### src/rtl/psum_spad.sv
// Partial-sum scratchpad: 32-entry signed register file with accumulate, write-first read and a registered valid/ready output.
// Define PSUM_SPAD_SAT_EN to clamp overflowing accumulates instead of wrapping.
module psum_spad #(
    parameter int DATA_W = 16,
    parameter int DEPTH  = 32,
    parameter int ADDR_W = 5
) (
    input  logic              clk,
    input  logic              rstn,
    input  logic              clear,
    input  logic              wr_en,
    input  logic [ADDR_W-1:0] wr_addr,
    input  logic [DATA_W-1:0] wr_data,
    input  logic              acc,
    input  logic              rd_en,
    input  logic [ADDR_W-1:0] rd_addr,
    output logic [DATA_W-1:0] rd_data,
    output logic              rd_valid,
    input  logic              out_ready,
    output logic              stall,
    output logic              ovf
);

    // state  | meaning
    // S_IDLE | output register empty (rd_valid=0)
    // S_HOLD | output register holds an unconsumed result (rd_valid=1)
    typedef enum logic {S_IDLE, S_HOLD} state_t;

    state_t             r_state;
    state_t             w_state_nxt;
    logic [DATA_W-1:0]  r_mem [DEPTH];
    logic [DEPTH-1:0]   r_vld;
    logic [DATA_W-1:0]  r_rd_data;
    logic               r_ovf;

    logic [DATA_W-1:0]  w_old;
    logic [DATA_W-1:0]  w_sum;
    logic [DATA_W-1:0]  w_acc_val;
    logic [DATA_W-1:0]  w_wr_val;
    logic [DATA_W-1:0]  w_rd_val;
    logic               w_ovf_det;
    logic               w_wr_go;
    logic               w_accept;
    logic               w_xfer;

    assign w_old     = r_vld[wr_addr] ? r_mem[wr_addr] : '0;
    assign w_sum     = w_old + wr_data;
    assign w_ovf_det = acc & (w_old[DATA_W-1] == wr_data[DATA_W-1])
                           & (w_sum[DATA_W-1] != w_old[DATA_W-1]);

`ifdef PSUM_SPAD_SAT_EN
    assign w_acc_val = !w_ovf_det      ? w_sum :
                       w_old[DATA_W-1] ? {1'b1, {(DATA_W-1){1'b0}}} :
                                         {1'b0, {(DATA_W-1){1'b1}}};
`else
    assign w_acc_val = w_sum;
`endif

    assign w_wr_val = acc ? w_acc_val : wr_data;
    assign w_wr_go  = wr_en & ~clear;
    assign w_accept = rd_en & (~rd_valid | out_ready);
    assign w_xfer   = rd_valid & out_ready;

    // Write-first forwarding so a same-cycle accumulate is visible to the read.
    always_comb begin
        w_rd_val = '0;
        if (clear)
            w_rd_val = '0;
        else if (w_wr_go && (wr_addr == rd_addr))
            w_rd_val = w_wr_val;
        else if (r_vld[rd_addr])
            w_rd_val = r_mem[rd_addr];
    end

    always_ff @(posedge clk) begin
        if (w_wr_go)
            r_mem[wr_addr] <= w_wr_val;
    end

    always_ff @(posedge clk or negedge rstn) begin
        if (!rstn) begin
            r_vld <= '0;
            r_ovf <= 1'b0;
        end else if (clear) begin
            r_vld <= '0;
            r_ovf <= 1'b0;
        end else if (w_wr_go) begin
            r_vld[wr_addr] <= 1'b1;
            if (w_ovf_det)
                r_ovf <= 1'b1;
        end
    end

    always_ff @(posedge clk or negedge rstn) begin
        if (!rstn) begin
            r_state   <= S_IDLE;
            r_rd_data <= '0;
        end else begin
            r_state <= w_state_nxt;
            if (w_accept)
                r_rd_data <= w_rd_val;
        end
    end

    always_comb begin
        w_state_nxt = r_state;
        case (r_state)
            S_IDLE:  if (w_accept) w_state_nxt = S_HOLD;
            S_HOLD:  if (w_xfer && !w_accept) w_state_nxt = S_IDLE;
            default: w_state_nxt = S_IDLE;
        endcase
    end

    assign rd_valid = (r_state == S_HOLD);
    assign rd_data  = r_rd_data;
    assign stall    = rd_valid & ~out_ready;
    assign ovf      = r_ovf;

endmodule

### config.mk
export PLATFORM = sky130hd
export DESIGN_NAME = psum_spad
export DESIGN_NICKNAME = d
export VERILOG_FILES = /design/src/rtl/psum_spad.sv
export SDC_FILE = /design/constraint.sdc
export NUM_CORES = 1
export LEC_CHECK = 0
export BUFFER_PORTS_ARGS = -buffer_cell sky130_fd_sc_hd__buf_2
export CAP_MARGIN = 20
export CORE_UTILIZATION = 65
export DETAILED_ROUTE_END_ITERATION = 10
export PLACE_DENSITY = 0.82
export SLEW_MARGIN = 20
export SYNTH_ARGS = -nofsm -noshare
export SYNTH_HDL_FRONTEND = slang
export SYNTH_SLANG_ARGS = --single-unit
### constraint.sdc
create_clock -name clk -period 14.37 [get_ports clk]
set_input_delay 0.7185 -clock clk [delete_from_list [all_inputs] [get_ports clk]]
set_output_delay 0.7185 -clock clk [all_outputs]
set_load 0.01 [all_outputs]
## Word-level counts from Yosys, hierarchy flattened

Memories as Yosys holds them, arrays and structs flattened.
Cells that the tools add are included.

| storage, ports and cells | value |
|---|---|
| flip-flop bits (word level) | 50 |
| RAM bits | 512 |
| bits of input ports | 33 |
| memories | 1 |

Memory list:

| memory | depth | width | rd ports | clocked after memory_dff | wr ports | RTL line | RTL |
|---|---|---|---|---|---|---|---|
| r_mem | 32 | 16 | 2 | 0 | 1 | 31 | `logic [DATA_W-1:0] r_mem [DEPTH];` |

| operators by class | value |
|---|---|
| add/subtract/negate cells | 1 |
| magnitude comparators | 3 |
| equal/unequal tests | 3 |
| multiplexer cells | 21 |
| bitwise operators | 11 |
| reductions and logical operators | 7 |

Operator list:

| cell | number |
|---|---|
| 16-bit two-way mux | 5 |
| 32-bit two-way mux | 2 |
| 32-bit OR | 1 |
| 16-bit adder | 1 |
| 5-bit by 6-bit < comparator with 1-bit output (second input constant) | 2 |
| 1-bit binary-select mux with 5-bit select | 2 |
| 1-bit two-way mux | 10 |
| 1-bit bitwise AND | 6 |
| 1-bit demux with 5-bit select | 1 |
| 5-bit == test | 1 |
| 5-bit by 1-bit greater-or-equal comparator with 1-bit output (second input constant) | 1 |
| 2-bit nonzero test | 2 |
| 1-bit logical AND | 3 |
| 1-bit NOT | 3 |
| 1-bit case mux with 2 select lines | 1 |
| 2-bit AND reduction | 1 |
| 1-bit == test | 1 |
| 1-bit logical NOT | 1 |
| 1-bit inequality test | 1 |
| 1-bit OR | 1 |

## Longest topological paths before layout

Gate-level depths: netlist of the first run.

| logic depth | value |
|---|---|
| depth in word-level cells | 9 |
| gate-level depth with buffers | 16 |
| gate-level depth less buffers | 14 |

## Worst setup path after synthesis of the first run

Ideal clock, no wire load.

| timing | value |
|---|---|
| path type | input port to flip-flop |
| from | input port wr_addr[0] |
| to | memory r_mem[0][7] (data pin) |
| library setup time | 0.632 ns |
| arrival | 5.701 ns |
| setup slack | 8.037 ns |
| cell stages on the path | 14 |
| buffers on the path | 4 |
| cells stage by stage | clkbuf_1 -> buf_2 -> buf_1 -> buf_2 -> mux4_2 -> a22oi_1 -> a31oi_1 -> ha_1 -> o21ai_0 -> o21ai_0 -> a21oi_1 -> o21bai_1 -> nand2_1 -> o311ai_0 |

| on the way | value |
|---|---|
| longest elaborated chain between the ends | 5 |
| elaborated cells on any way between the ends | 6 |
| those cells by class | add/sub: 1; mux: 4; memory: 1 |

Ends and longest elaborated chain:

| what | RTL line | RTL |
|---|---|---|
| from (decl) | 12 | `input logic [ADDR_W-1:0] wr_addr,` |
| 1-bit binary-select mux with 5-bit select | 46 | `assign w_old = r_vld[wr_addr] ? r_mem[wr_addr] : '0;` |
| 1-bit two-way mux (not written as such) | 46 |  |
| 16-bit two-way mux * | 46 |  |
| 16-bit adder * | 47 | `assign w_sum = w_old + wr_data;` |
| 16-bit two-way mux * | 59 | `assign w_wr_val = acc ? w_acc_val : wr_data;` |
| via w_wr_val[7] | 39 | `logic [DATA_W-1:0] w_wr_val;` |
| to (decl) | 31 |  |

Mark *: on every way through the listed nets, which the timed path passes. The rest lies on a longest branch. The select of a mux whose other input is x is not followed.

## Worst setup path after layout of the first run

| timing | value |
|---|---|
| from | input port wr_addr[0] |
| to | memory r_mem[26][15] (data pin) |

The elaborated chain is that of the path after synthesis.

==> results.json, run 1 <==
{
  "floorplan.initialDensity_pct": 66.59,
  "critPathArrivalTime_ps": 6370,
  "finalCriticalPeriod_ps": 6072,
  "critPathKind": "in -> reg",
  "leakage_nw": 10.05,
  "use_met2_pct": 56.44,
  "grt_pass1_vias": 16110,
  "die_h_um": 204.7,
  "slowest_delay_ps": 830,
  "area_growth_syn_to_layout_pct": 11.14,
  "synthDistinctLibCells": 59,
  "rsz0062_at_grt": "false",
  "synth_seq_cells": 562,
  "path_max_fanout": 64,
  "numCtsBuffers": 55,
  "std_cell_rows": 73,
  "grt_overflow_total": 0,
  "core-area_sq_um": 40100,
  "fin_ws_ps": 8298,
  "cp.required_ps": 14670,
  "critPathTopFamily": "compound AO/OA/AOI/OAI gates",
  "start_kind": "primary input",
  "die_x_um": 204.7,
  "clock.fmax_ghz": 0.1647,
  "routed_wirelength_um": 77150,
  "routedWlPerCell_um": 38.38,
  "ys_async_sr_fraction_pct": 8.897,
  "cts_sinks": 562,
  "switching_power_mw": 0.7916,
  "power_frac_seq_pct": 50.0,
  "synth_cells": 1385,
  "drive_gt1_share_pct": 36.57,
  "ys_seq_area_share_pct": 62.27,
  "ir_worst_vdd_mv": 0.1153,
  "clkSlewWorstSetupHoldPaths_ps": 60,
  "rr_startpoint": "r_vld[27]",
  "tns_ps": 0,
  "first_iter_violations": 2979,
  "antenna_found_initial": 2,
  "cts_tree": "done",
  "crit_chain": "buf_8 > buf_4 > mux4_2 > a22o_1 > a221oi_1 > a31oi_1 > ha_1 > nand2_1 > o211ai_1 > a211oi_1 > o31ai_1 > o21bai_1 > nand3_1 > xnor2_4",
  "crit_buf_inv": 2,
  "avgSynthCellArea_sq_um": 19.28,
  "port_buffers": 51,
  "regToRegSetupSlack_ps": 9240,
  "nets": 1489,
  "top_usage_layer": "met2",
  "finalPower_mw": 3.636,
  "power_frac_clock_pct": 42.1,
  "firstDrtPassIters": 11,
  "postCtsHoldBufs": 0,
  "combPwrFrac_pct": 8.0,
  "preCtsSetupSlack_ps": 7516,
  "synth_area_sq_um": 26700,
  "cts_buffer_depth": 3,
  "setup_viol_count_final": 0,
  "root_buffer": "clkbuf_16",
  "track_usage_pct": 38.15,
  "skew_ps": 17.96,
  "synth_nets": 1434,
  "dr_total_vias": 16121,
  "worstMarginPinSlew_ps": 1116,
  "r2r-end": "rd_data[12]",
  "timing.final.crit_share_pct": 42.25,
  "synth_edf_count": 512,
  "drc": 0,
  "synthFlopType": "edfxtp_1",
  "status": "completed",
  "use_met3_pct": 11.29,
  "switching_share_pct": 21.77,
  "gp_congestion": 0.8753,
  "grt_pass1_wl_um": 109900,
  "cts_resized": 0,
  "internal_power_mw": 2.844,
  "grt.met1_usage_pct": 52.21,
  "postCtsSetupBuffers": 0,
  "hpwl_um": 43840,
  "drv_slew": 0,
  "critPathCaptureType": "register",
  "h-tree-depth": 2,
  "finalHoldViolCount": 0,
  "via_per_inst": 8.020,
  "slowest_stage": "buf_4",
  "pwr_density_cell_nw_per_um2": 122.5,
  "slew_headroom_pct": 25.40,
  "clk_latency_ps": 610,
  "post-route-util_pct": 74.01,
  "antenna_left": 0,
  "min_path_type": "in -> async",
  "synth_warnings": 0,
  "worstRegToRegCells": 14,
  "grt_max_degree": 77,
  "antenna_cells": 0,
  "dieArea_sq_um": 41890,
  "drv_cap": 0,
  "ios": 52
}
## power by group through the flow
| stage | logic (mW) | clock network (mW) | registers [mW] |
|---|---|---|---|
| finish | 0.290 | 1.53 | 1.82 |
| global route | 0.303 | 1.59 | 1.82 |
| CTS | 0.284 | 1.53 | 1.82 |
| detailed placement | 0.282 | 0 | 1.85 |
| global placement | 0.276 | 0 | 1.85 |
| floorplan | 0.194 | 0 | 1.85 |
## worst register-to-register path: stages (launching register included)
cell and delay (ps):
dfrtp_1 400, mux2i_1 300, o22ai_1 120, nor4_1 260, mux2_4 500, a31oi_1 150
ha_1 260, fa_1 450, a21oi_1 200, o21ai_1 110, a2111o_1 450, and3_1 240
o2111a_1 260, or3_1 800, a221o_1 520
## metrics by stage
step	cells	hold WS [ps]	area (sq um)
floorplan	1385	422.9	26700
global placement	1908	476.3	27690
detailed placement	1908	484.3	27700
CTS	2010	293.8	29640
global route	2010	348.3	29670
finish	2010	300.4	29670
## metal layers
metal | wire (um) | vias up
met1 | 26050 | 8241
met5 | 85 | -
met3 | 11500 | 297
li1 | - | 6122
met4 | 4482 | 4
met2 | 35040 | 1457
## state kept, by name, indices dropped and copies added (netlist names)
signal and flops:
rd_data 16, ovf 1, r_vld 32, rd_valid 1
r_mem 512
## worst max-delay path by stage
stage	slack, ps	from	depth (start not counted)	to
final	8300	wr_addr[0]	14	r_mem[26][15]
after global routing	7940	wr_addr[0]	14	r_mem[19][15]
after CTS	8080	wr_addr[0]	14	r_mem[19][15]
after detailed placement	7520	wr_addr[0]	14	r_mem[18][15]
after global placement	7730	wr_addr[0]	14	r_mem[22][15]
after floorplan	8040	wr_addr[0]	14	r_mem[0][7]
## logic make-up (layout without fill, tap and decap cells)
family                   count (synthesis)  after routing  share of synthesized area [%]
AO/OA/AOI/OAI                          195            195                          5.403
XOR/XNOR                                14             14                         0.4592
adder cells (fa/ha/maj)                 16             16                         0.7779
buffers and inverters                  115            215                          1.893
flip-flops                             562            562                          62.27
multiplexers                           349            349                          26.77
AND/OR/NAND/NOR                        134            134                          2.432
## placed cells by master (no fill, tap or decap), types with 5 or more instances in the layout
| master | count |
|---|---|
| nand3_1 | 7 |
| nand2_1 | 19 |
| bufinv_16 | 6 |
| a22o_1 | 15 |
| inv_1 | 10 |
| a31oi_1 | 17 |
| o22ai_1 | 16 |
| mux2_2 | 16 |
| a21oi_1 | 12 |
| mux4_2 | 290 |
| or3_1 | 5 |
| clkbuf_8 | 17 |
| buf_4 | 50 |
| nand3b_1 | 5 |
| edfxtp_1 | 512 |
| o21ai_0 | 13 |
| nor2_2 | 33 |
| and3_1 | 5 |
| a221oi_1 | 22 |
| dfrtp_1 | 50 |
| o21bai_1 | 5 |
| clkinv_2 | 6 |
| a21o_1 | 33 |
| mux2i_1 | 42 |
| buf_2 | 47 |
| clkbuf_1 | 8 |
| nor2_1 | 31 |
| ha_1 | 15 |
| a221o_1 | 9 |
| nor4_1 | 5 |
| clkbuf_16 | 57 |
| nor3_1 | 5 |
| xnor2_1 | 11 |
| clkinv_1 | 5 |
| a22oi_1 | 30 |
## Yosys cell counts (2+ instances only)
library cell | count | area, sq um
and3b_1 | 2 | 17.52
and3_1 | 5 | 31.28
mux2_2 | 16 | 180.2
mux2i_1 | 42 | 420.4
o31ai_1 | 2 | 15.01
a31oi_1 | 17 | 106.4
a21oi_1 | 13 | 65.06
buf_2 | 38 | 190.2
a22oi_1 | 30 | 225.2
nand2b_1 | 2 | 12.51
inv_1 | 10 | 37.54
o21ai_1 | 2 | 10.01
clkbuf_1 | 45 | 168.9
nor4_1 | 5 | 31.28
buf_4 | 7 | 52.55
xnor2_1 | 12 | 105.1
nor3_1 | 6 | 30.03
o21ai_0 | 14 | 70.07
a211oi_1 | 4 | 30.03
o211a_1 | 2 | 20.02
nor3b_1 | 3 | 22.52
a2111o_1 | 2 | 22.52
o21bai_1 | 5 | 37.54
mux4_2 | 290 | 6531
nand3b_1 | 5 | 37.54
a221oi_1 | 22 | 192.7
buf_1 | 13 | 48.80
nand2_1 | 19 | 71.32
edfxtp_1 | 512 | 15370
a22o_1 | 15 | 131.4
nand3_1 | 7 | 35.03
or3_1 | 5 | 31.28
xor2_1 | 2 | 17.52
o211ai_1 | 2 | 15.01
nor2_1 | 63 | 236.5
a221o_1 | 9 | 90.09
a21o_1 | 33 | 247.7
or3b_1 | 4 | 35.03
o311ai_0 | 2 | 17.52
o22ai_1 | 16 | 100.1
dfrtp_1 | 50 | 1251
ha_1 | 15 | 187.7
## layout make-up
type	instances	area (sq um)
flip-flops and latches	562	16630
fillers	2213	10420
multi-input cells	708	9737
clock buffers	82	1690
repair buffers	101	663.1
well taps	525	656.9
clock inverters	20	256.5
inverters	12	45.04
(Power assumes the default switching activity.)
==> run 2, diff against run 1 <==
--- a/config.mk
+++ b/config.mk
@@ -7,9 +7,9 @@
 export LEC_CHECK = 0
 export BUFFER_PORTS_ARGS = -buffer_cell sky130_fd_sc_hd__buf_2
 export CAP_MARGIN = 20
-export CORE_UTILIZATION = 65
+export CORE_UTILIZATION = 57
 export DETAILED_ROUTE_END_ITERATION = 10
-export PLACE_DENSITY = 0.82
+export PLACE_DENSITY = 0.76
 export SLEW_MARGIN = 20
 export SYNTH_ARGS = -nofsm -noshare
 export SYNTH_HDL_FRONTEND = slang
==> constraint.sdc (replaced) <==
create_clock -name clk -period 5.18 [get_ports clk]
set_input_delay 0.259 -clock clk [delete_from_list [all_inputs] [get_ports clk]]
set_output_delay 0.259 -clock clk [all_outputs]
set_load 0.01 [all_outputs]
==> results.json, run 2 (synthesized netlist as in run 1, its figures left out) <==
{
  "slew_headroom_pct": 22.32,
  "cts_sinks": 562,
  "critPathCaptureType": "register",
  "ir_worst_vdd_mv": 0.2398,
  "switching_share_pct": 22.35,
  "grt_max_degree": 62,
  "endpoint": "r_mem[15][15]",
  "start_kind": "register",
  "skew_ps": 25.92,
  "path_max_fanout": 32,
  "n_fill_cell": 2948,
  "clk_latency_ps": 620,
  "floorplan.initialDensity_pct": 58.33,
  "die_x_um": 218.4,
  "root_buffer": "clkbuf_16",
  "tns_ps": 0,
  "track_usage_pct": 33.16,
  "cp.required_ps": 5530,
  "dr_total_vias": 15995,
  "grt_overflow_total": 0,
  "finalHoldViolCount": 0,
  "antenna_found_initial": 1,
  "std_cell_rows": 78,
  "r2r-end": "r_mem[15][15]",
  "use_met3_pct": 8.713,
  "regMostFlops": "r_mem",
  "core-area_sq_um": 45770,
  "area_growth_syn_to_layout_pct": 11.95,
  "power_frac_seq_pct": 51.3,
  "dieArea_sq_um": 47710,
  "drv_slew": 0,
  "ios": 52,
  "h-tree-depth": 2,
  "use_met2_pct": 48.81,
  "final_common_cell": "edfxtp_1",
  "cts_buffer_depth": 3,
  "critPathLaunch": "r_vld[5]",
  "routed_wirelength_um": 76960,
  "final_cell_mix": "512 x edfxtp_1, 290 x mux4_2, 73 x buf_4",
  "grt.met1_usage_pct": 48.08,
  "port_buffers": 51,
  "grt_pass1_wl_um": 109900,
  "critPathKind": "reg -> reg",
  "post-route-util_pct": 65.31,
  "gp_congestion": 0.9201,
  "worstMarginPinSlew_ps": 1164,
  "finalCriticalPeriod_ps": 4462,
  "drv_cap": 0,
  "drive_gt1_share_pct": 37.20,
  "preCtsSetupSlack_ps": 412.3,
  "drc": 0,
  "rr_startpoint": "r_vld[5]",
  "layoutNonFillerInstCount": 2117,
  "status": "completed",
  "pwr_density_cell_nw_per_um2": 328.6,
  "grt_pass1_vias": 16081,
  "rsz0062_at_grt": "false",
  "via_per_inst": 7.556,
  "combPwrFrac_pct": 8.3,
  "nets": 1521,
  "clock.fmax_ghz": 0.2241,
  "critPathArrivalTime_ps": 4810,
  "top_usage_layer": "met2",
  "switching_power_mw": 2.195,
  "numCtsBuffers": 55,
  "hpwl_um": 47580,
  "die_h_um": 218.4,
  "setup_viol_count_final": 0,
  "routedWlPerCell_um": 36.35,
  "cts_tree": "done",
  "antenna_left": 0,
  "min_path_type": "in -> reg",
  "internal_power_mw": 7.626,
  "regToRegSetupSlack_ps": 720,
  "leakage_nw": 10.14,
  "first_iter_violations": 2525,
  "largest_reg_flops": 512,
  "power_frac_clock_pct": 40.4,
  "firstDrtPassIters": 6,
  "timing.final.crit_share_pct": 86.15,
  "dpl.cell_count": 2013,
  "clkSlewWorstSetupHoldPaths_ps": 60,
  "worstRegToRegCells": 15,
  "fin_ws_ps": 717.6
}
-- run 2: cell count changes in the layout (fill, tap and decap cells not counted), moves of 2 or more --
cell           delta
buf_4            +23
clkbuf_8         -13
buf_12            +7
clkbuf_1          +7
clkinv_2          +4
inv_6             +3
clkbuf_16         -2
dlygate4sd3_1     +2
-- run 2: worst min path at each step --
stage / depth (start not counted) / slack, ps / from / to
floorplan: 0 / -40 / rstn / ovf
global placement: 2 / 480 / rstn / rd_data[11]
detailed placement: 2 / 480 / rstn / rd_data[11]
CTS: 3 / 70 / out_ready / rd_valid
global route: 3 / 100 / out_ready / rd_valid
finish: 3 / 100 / out_ready / rd_valid
-- run 2: stage by stage --
step                      hold slack [ps]  cell area, sq um  power, mW
final                               103.0             29890      9.822
after detailed placement            478.3             28110      5.937
after floorplan                    -36.59             26700      5.672
after global routing                97.52             29890      10.03
after global placement              478.8             28110      5.922
after CTS                           65.04             29890      9.830
-- run 2: worst max-delay path, stage by stage, from the launching register on --
cell and delay [ps]:
dfrtp_1 390, mux2i_1 250, o22ai_1 140, nor4_1 330, mux2_4 390, buf_4 260, a31oi_1 100, ha_1 420
nand3_1 120, a21oi_1 220, a211oi_1 130, o31ai_1 550, or3b_1 450, nand3_1 160, xnor2_2 110, buf_12 180
-- run 2: power groups by stage --
| stage | registers [mW] | logic (mW) | clock network (mW) |
|---|---|---|---|
| 5_1_grt | 5.04 | 0.858 | 4.13 |
| 2_1_floorplan | 5.13 | 0.539 | 0 |
| 3_5_place_dp | 5.13 | 0.806 | 0 |
| 3_3_place_gp | 5.13 | 0.793 | 0 |
| 6_report | 5.04 | 0.819 | 3.97 |
| 4_1_cts | 5.04 | 0.811 | 3.98 |
-- run 2: layout make-up --
| cell class | count | area [sq um] | share of cell area, % |
|---|---|---|---|
| antenna | 1 | 2.502 | 0.008371 |
| clock buffer | 74 | 1488 | 4.977 |
| clock inverter | 27 | 276.5 | 0.9250 |
| inverter | 12 | 45.04 | 0.1507 |
| multi-input combinational | 708 | 9708 | 32.48 |
| sequential | 562 | 16630 | 55.62 |
| tap | 600 | 750.7 | 2.511 |
| timing repair buffer | 133 | 996.0 | 3.332 |
-- run 2: per-layer routing --
layer,wire [um],vias up
met5,0,-
met2,34630,1341
met1,27900,8269
met4,3238,0
li1,-,6179
met3,11190,206
-- run 2: timing repair --
action | 4_1_cts | 5_1_grt
hold buffers | 2 | 0
resized for setup | 0 | 0
setup buffers | 0 | 0
endpoints found under the hold margin | 51 | 0
